### config.mk
export PLATFORM = sky130hd
export DESIGN_NAME = mux_n_arb
export DESIGN_NICKNAME = d
export VERILOG_FILES = /design/src/rtl/mux_n_arb.sv
export SDC_FILE = /design/constraint.sdc
export NUM_CORES = 1
export LEC_CHECK = 0
export BUFFER_PORTS_ARGS = -buffer_cell sky130_fd_sc_hd__buf_2
export CORE_UTILIZATION = 39
export DETAILED_ROUTE_END_ITERATION = 8
export HOLD_SLACK_MARGIN = 0.06
export PLACE_DENSITY = 0.84
export SLEW_MARGIN = 10
export SYNTH_ARGS = -nofsm -noshare
export SYNTH_HDL_FRONTEND = slang
export SYNTH_SLANG_ARGS = --single-unit
### constraint.sdc
create_clock -name clk -period 2.52 [get_ports clk]
set_input_delay 0.504 -clock clk [delete_from_list [all_inputs] [get_ports clk]]
set_output_delay 0.504 -clock clk [all_outputs]
set_load 0.005 [all_outputs]
### src/rtl/mux_n_arb.sv
// N-channel registered multiplexer with direct-select and round-robin arbitration modes.
// A single output register is loaded whenever it is empty or being drained.

module mux_n_arb_lane #(
  parameter int WIDTH = 8,
  parameter int SEL_W = 2,
  parameter int IDX   = 0
) (
  input  logic [SEL_W-1:0] rr_ptr,
  input  logic             valid,
  input  logic             gnt,
  input  logic [WIDTH-1:0] data,
  output logic             req_hi,
  output logic [WIDTH-1:0] data_gated
);
  localparam logic [SEL_W-1:0] IDX_L = SEL_W'(IDX);

  // Requests at or above the pointer win over wrapped-around ones.
  assign req_hi     = valid && (IDX_L >= rr_ptr);
  assign data_gated = gnt ? data : '0;
endmodule

module mux_n_arb #(
  parameter  int WIDTH    = 8,
  parameter  int CHANNELS = 4,
  localparam int SEL_W    = (CHANNELS > 1) ? $clog2(CHANNELS) : 1
) (
  input  logic                      clk,
  input  logic                      rst,
  input  logic                      mode,
  input  logic [SEL_W-1:0]          sel,
  input  logic [CHANNELS*WIDTH-1:0] in_data,
  input  logic [CHANNELS-1:0]       in_valid,
  output logic [CHANNELS-1:0]       in_ready,
  output logic [WIDTH-1:0]          out_data,
  output logic                      out_valid,
  input  logic                      out_ready,
  output logic [SEL_W-1:0]          out_chan
);
  localparam logic [SEL_W-1:0] LAST = SEL_W'(CHANNELS - 1);

  logic [SEL_W-1:0]                rr_ptr;
  logic                            load_en;
  logic                            gnt_any;
  logic [SEL_W-1:0]                gnt_idx;
  logic                            xfer;
  logic [CHANNELS-1:0]             gnt_vec;
  logic [CHANNELS-1:0]             req_hi;
  logic [CHANNELS-1:0][WIDTH-1:0]  lane_data;
  logic [WIDTH-1:0]                nxt_data;
  logic [SEL_W-1:0]                nxt_ptr;

  assign load_en = !out_valid || out_ready;

  genvar gi;
  generate
    for (gi = 0; gi < CHANNELS; gi++) begin : g_lane
      assign gnt_vec[gi] = gnt_any && (gnt_idx == SEL_W'(gi));
      mux_n_arb_lane #(
        .WIDTH (WIDTH),
        .SEL_W (SEL_W),
        .IDX   (gi)
      ) u_lane (
        .rr_ptr     (rr_ptr),
        .valid      (in_valid[gi]),
        .gnt        (gnt_vec[gi]),
        .data       (in_data[gi*WIDTH +: WIDTH]),
        .req_hi     (req_hi[gi]),
        .data_gated (lane_data[gi])
      );
    end
  endgenerate

  // Grant selection. Direct mode matches sel against real channel indices only,
  // so an out-of-range sel yields no grant.
  always_comb begin
    gnt_any = 1'b0;
    gnt_idx = '0;
    if (!mode) begin
      for (int i = 0; i < CHANNELS; i++) begin
        if (sel == SEL_W'(i) && in_valid[i]) begin
          gnt_any = 1'b1;
          gnt_idx = SEL_W'(i);
        end
      end
    end else begin
      // Lowest valid overall, then overridden by the lowest valid at/above rr_ptr.
      for (int i = CHANNELS - 1; i >= 0; i--) begin
        if (in_valid[i]) begin
          gnt_any = 1'b1;
          gnt_idx = SEL_W'(i);
        end
      end
      for (int i = CHANNELS - 1; i >= 0; i--) begin
        if (req_hi[i]) gnt_idx = SEL_W'(i);
      end
    end
  end

  assign xfer     = gnt_any && load_en && !rst;
  assign in_ready = xfer ? gnt_vec : '0;
  assign nxt_ptr  = (gnt_idx == LAST) ? '0 : gnt_idx + SEL_W'(1);

  always_comb begin
    nxt_data = '0;
    for (int i = 0; i < CHANNELS; i++) nxt_data = nxt_data | lane_data[i];
  end

  always_ff @(posedge clk) begin
    if (rst) begin
      out_valid <= 1'b0;
      out_data  <= '0;
      out_chan  <= '0;
      rr_ptr    <= '0;
    end else if (load_en) begin
      out_valid <= gnt_any;
      if (gnt_any) begin
        out_data <= nxt_data;
        out_chan <= gnt_idx;
        if (mode) rr_ptr <= nxt_ptr;
      end
    end
  end
endmodule

==> qor.yml, run 1 <==
outcome:
  outcome: "finished clean"
global_route:
  antenna_found_initial: 0
  grt_overflow: 0
  grtUsageMet2: 0.442
  busiest_layer: "met2"
  grt_pass1_vias: 1086
  globalRouteMet3Util: 0.0702
  grt_pass1_wl_um: 4600
  met1_usage: 0.246
  grt_max_degree: 18
  grt.total_usage: 0.231
sta:
  timing.final.crit_share: 0.996
  hold_viol_final: 0
  fin_ws_ns: 0.00979
  finalSetupViolCount: 0
  grt_setup_unrepaired: "true"
  fin_skew_ns: 0.00324
  tightestPinTransition_ns: 0.411
  slew_headroom: 0.726
  final-max-slew-violation-count: 0
  min_period_ns: 2.51
  fmax_mhz: 398
  fin_setup_tns_ns: 0
  hold-worst-slack_ns: 0.554
final_layout:
  fin_cells: 197
  drive_above_1_share: 0.586
  n_antenna_cell: 0
  finish.net_count: 216
  syn_to_final_growth_pct: 48.3
  fillers: 184
yosys:
  ys_types: 32
  ys_seq_elements: 13
  synth_area_um2: 966
  syn_avg_cell_area_um2: 9.20
  ys.warnings.count: 0
  syn_nets: 151
  ys_seq_area_frac: 0.269
  synthesis.instances: 105
routing:
  postRouteAntennaNets: 0
  via_count: 1122
  drtIter0Drc: 31
  drtPass1Iterations: 4
  avgRoutedWirePerCell_um: 14.8
  drc: 0
  wl_um: 2910
  viasPerCell: 5.70
cts:
  cts_tree: "built"
  cts_sinks: 13
  cts_buffer_depth: 2
  insertion_delay_ns: 0.28
  cts_root_buf: "clkbuf_4"
  ctsHtreeMaxLevel: 1
  cts_hold_buf: 0
  clk_pin_slew_ns: 0.08
  cts_inserted_buffers: 3
power:
  leakagePower_nw: 0.642
  peakVddDrop_v: 0.000338
  power_density_nw_per_um2: 462
placement:
  post-place-ws_ns: -0.152
  portBuffers: 56
  dp_cells: 191
  place_congestion: 0.847
  hpwl_um: 2190
critical_path:
  worst_setup_path_end_kind: "output pin"
  cp_max_fo: 4
  cp-start-kind: "input port"
  cp.arrival_ns: 2.01
  worst_ep_required_time_ns: 2.02
  critical_path_class: "input port to output pin"
min_path:
  hold_class: "flip-flop to flip-flop"
floorplanning:
  rows: 17
  initial_utilization: 0.424
  dieArea_um2: 2680
  die_y_um: 51.8
  io_pins: 57
  fp.coreArea_um2: 2280
  die_x_um: 51.8
flow_run:
  drv_cap: 0
## layer usage
metal  up-vias  share of wire
met4         0         0.0048
met2        54           0.52
met1       529           0.40
li1        537              -
met5         -              0
met3         2          0.075
## synthesized netlist by cell type (all sizes together)
library cell / n / area share
a21oi: 14 / 0.076
nand3: 1 / 0.0052
a22oi: 17 / 0.14
or2: 1 / 0.0065
o21bai: 1 / 0.0078
a211oi: 2 / 0.026
a31oi: 1 / 0.0065
a211o: 1 / 0.0091
nand2: 4 / 0.016
a311oi: 10 / 0.14
o31ai: 1 / 0.0078
mux2: 1 / 0.012
a2111oi: 1 / 0.0091
buf: 9 / 0.052
inv: 4 / 0.016
dfxtp: 13 / 0.27
mux2i: 2 / 0.021
nor3b: 4 / 0.031
ha: 4 / 0.052
clkbuf: 1 / 0.0039
nor4: 2 / 0.029
nor2: 3 / 0.012
and2: 1 / 0.0091
nor2b: 6 / 0.039
nand2b: 1 / 0.0065
## logic make-up (layout without fill, tap and decap cells)
logic type	Yosys count	in the layout	share of synthesized area
DFF	13	13	0.269
AOI/OAI and AO/OA	48	48	0.422
buffers and inverters	14	78	0.0712
adders and majority gates	4	4	0.0518
muxes	3	3	0.0324
and+or+nand+nor	23	23	0.153
## cell type report
| cell class | count | area, µm² | area share |
|---|---|---|---|
| Clock buffer | 4 | 26.3 | 0.0183 |
| Inverter | 4 | 15.0 | 0.0105 |
| Sequential cell | 13 | 262 | 0.183 |
| Multi-Input combinational cell | 78 | 709 | 0.495 |
| Timing Repair Buffer | 70 | 385 | 0.269 |
| Tap cell | 28 | 35.0 | 0.0245 |
## final timing paths
path	start	cells past startpoint	slack (ns)	endpoint
hold / removal	rr_ptr[1]$_SDFFE_PP0P_	2	0.55	rr_ptr[1]$_SDFFE_PP0P_
setup reg to reg	rr_ptr[1]$_SDFFE_PP0P_	9	0.49	out_data[1]$_SDFFE_PP0N_
hold reg to reg	rr_ptr[1]$_SDFFE_PP0P_	2	0.55	rr_ptr[1]$_SDFFE_PP0P_
setup / recovery	in_valid[1]	9	0.01	in_ready[1]
## stage by stage
step,power [mW],utilization,cell area (µm²)
6_report,0.662,0.629,1430
5_1_grt,0.705,0.629,1430
4_1_cts,0.641,0.599,1360
3_5_place_dp,0.509,0.579,1320
3_3_place_gp,0.499,0.579,1320
2_1_floorplan,0.404,-,966
## registers in the layout, indices dropped and copies added, names as in the netlist
register and count:
out_valid 1, out_chan 2, out_data 8, rr_ptr 2
## cell usage in the layout, fill, tap and decap left out, types with 4 or more instances in the layout
| master | instances |
|---|---|
| dfxtp_1 | 12 |
| nand2_1 | 4 |
| ha_1 | 4 |
| buf_2 | 56 |
| a22oi_1 | 16 |
| a311oi_2 | 9 |
| a21oi_1 | 13 |
| inv_1 | 4 |
| nor2b_1 | 4 |
| buf_4 | 14 |
## critical path: stages
cell      delay, ns
buf_2          0.12
nor2b_1        0.30
nor4_4         0.09
a311oi_2       0.26
buf_4          0.17
inv_1          0.06
ha_1           0.21
nor3b_2        0.15
buf_2          0.14
## timing repair
action / CTS / global route
endpoints found under the setup margin: 4 / 4
pin swaps: 0 / 4
resized for setup: 4 / 10
cloned: 0 / 0
hold endpoints to repair: 0 / 0
setup buffers: 0 / 2
## where the power goes
part | switching (mW) | total [mW] | internal (mW)
clock network | 0.0707 | 0.132 | 0.0614
logic | 0.144 | 0.283 | 0.139
registers | 0.0153 | 0.247 | 0.232
total | 0.230 | 0.662 | 0.432
No activity file was read; power rests on OpenSTA's default activity.
==> run 2, diff against run 1 <==
==> constraint.sdc (replaced) <==
create_clock -name clk -period 2.52 [get_ports clk]
set_input_delay 0.504 -clock clk [delete_from_list [all_inputs] [get_ports clk]]
set_output_delay 0.504 -clock clk [all_outputs]
set_load 0.02 [all_outputs]
==> qor.yml, run 2 (synthesis results as in run 1) <==
routing:
  wl_um: 3160
  drc: 0
  viasPerCell: 5.72
  drtPass1Iterations: 4
  avgRoutedWirePerCell_um: 16.0
  postRouteAntennaNets: 0
  drtIter0Drc: 32
  via_count: 1127
floorplanning:
  rows: 17
  initial_utilization: 0.424
  io_pins: 57
  die_x_um: 51.8
  dieArea_um2: 2680
  die_y_um: 51.8
  fp.coreArea_um2: 2280
power:
  leakagePower_nw: 0.656
  peakVddDrop_v: 0.000301
  power_density_nw_per_um2: 481
  power_uw: 713
final_layout:
  n_antenna_cell: 0
  largest_reg_flops: 8
  fillers: 172
  register_area_um2: 262
  finish.net_count: 216
  post-route-util: 0.651
  reg_top3: "out_data x8, out_chan x2, rr_ptr x2"
  syn_to_final_growth_pct: 53.5
  final_cell_mix: "buf_2, a22oi_1, buf_4, a21oi_1, dfxtp_1"
  drive_above_1_share: 0.609
  largest-register: "out_data"
  multi_input_area_um2: 754
  final_common_cell: "buf_2"
  final_area_um2: 1480
cts:
  cts_inserted_buffers: 3
  clk_pin_slew_ns: 0.09
  cts_setup_buffers: 0
  cts_hold_buf: 0
  cts_tree: "built"
  cts_buffer_depth: 2
  ctsHtreeMaxLevel: 1
  cts_sinks: 13
  insertion_delay_ns: 0.28
  cts_root_buf: "clkbuf_4"
sta:
  hold_viol_final: 0
  min_period_ns: 2.46
  fin_ws_ns: 0.0583
  timing.final.crit_share: 0.977
  grt_setup_unrepaired: "true"
  tightestPinTransition_ns: 0.489
  slew_headroom: 0.674
  fmax_mhz: 406
  fin_skew_ns: 0.00394
  finalSetupViolCount: 0
  final-max-slew-violation-count: 0
critical_path:
  slowest_stage: "a211o_1"
  cp_max_fo: 4
  worst_ep_required_time_ns: 2.02
  cpPeakStageDelay_ns: 0.32
  cp.arrival_ns: 1.96
  worst_setup_path_end_kind: "output pin"
  critical_path_class: "input port to output pin"
  crit_family: "compound AO/OA/AOI/OAI gates"
  cp-start-kind: "input port"
  critPathBufInv: 3
  path_cells: "buf_2, nor2b_2, a211o_1, a31oi_4, inv_1, ha_1, nor3b_4, buf_4"
outcome:
  outcome: "finished clean"
global_route:
  grt_overflow: 0
  globalRouteMet3Util: 0.0351
  grt_pass1_wl_um: 4700
  met1_usage: 0.286
  grt_max_degree: 18
  antenna_found_initial: 0
  grtUsageMet2: 0.433
  grt.total_usage: 0.244
  grt_pass1_vias: 1063
  busiest_layer: "met2"
min_path:
  hold_class: "flip-flop to flip-flop"
placement:
  post-place-ws_ns: -0.154
  dpl_cell_area_um2: 1370
  hpwl_um: 2300
  place_congestion: 0.838
  portBuffers: 56
flow_run:
  drv_cap: 0
run 2: cell counts in the layout (fill, tap and decap cells not counted):
Identical to the previous run, type by type.
run 2: metal layers:
layer | vias up | share of wire
met1 | 533 | 0.41
met3 | 8 | 0.053
met5 | - | 0
met2 | 50 | 0.51
li1 | 536 | -
met4 | 0 | 0.021
run 2: area by class of cell:
type	instances	area share
well taps	28	0.0236
multi-input cells	78	0.509
flip-flops and latches	13	0.176
inverters	4	0.0101
clock buffers	4	0.0177
repair buffers	70	0.263
run 2: power breakdown:
part | internal [mW] | leakage (nW) | switching, mW
combinational | 0.145 | 0.532 | 0.186
sequential | 0.232 | 0.108 | 0.0154
clock | 0.0614 | 0.0150 | 0.0742
run 2: worst reg2reg max path, cell delays in order, from the launching register on:
cell	delay [ns]
dfxtp_1	0.35
nor2b_2	0.21
a2111oi_4	0.07
a311oi_4	0.36
inv_1	0.11
ha_1	0.23
buf_4	0.17
a22oi_1	0.24
a311oi_2	0.12
run 2: worst paths after layout:
kind	depth (start not counted)	slack, ns	startpoint	endpoint
max	8	0.06	in_valid[2]	in_ready[3]
max reg2reg	8	0.54	rr_ptr[0]$_SDFFE_PP0P_	out_data[2]$_SDFFE_PP0N_
min reg2reg	2	0.52	rr_ptr[1]$_SDFFE_PP0P_	rr_ptr[1]$_SDFFE_PP0P_
min	2	0.52	rr_ptr[1]$_SDFFE_PP0P_	rr_ptr[1]$_SDFFE_PP0P_
run 2: what timing repair did:
item                       in CTS  in global routing
pin swaps                       0                  5
setup endpoints to repair       4                  4
cloned                          0                  0
gates resized for setup         6                 12
run 2: per-stage QoR:
| step | std cells | TNS [ns] | hold WS (ns) |
|---|---|---|---|
| floorplan | 105 | -0.231 | 0.479 |
| global placement | 193 | -0.165 | 0.507 |
| detailed placement | 193 | -0.426 | 0.533 |
| CTS | 197 | 0 | 0.549 |
| global route | 197 | -0.0186 | 0.540 |
| finish | 197 | 0 | 0.519 |
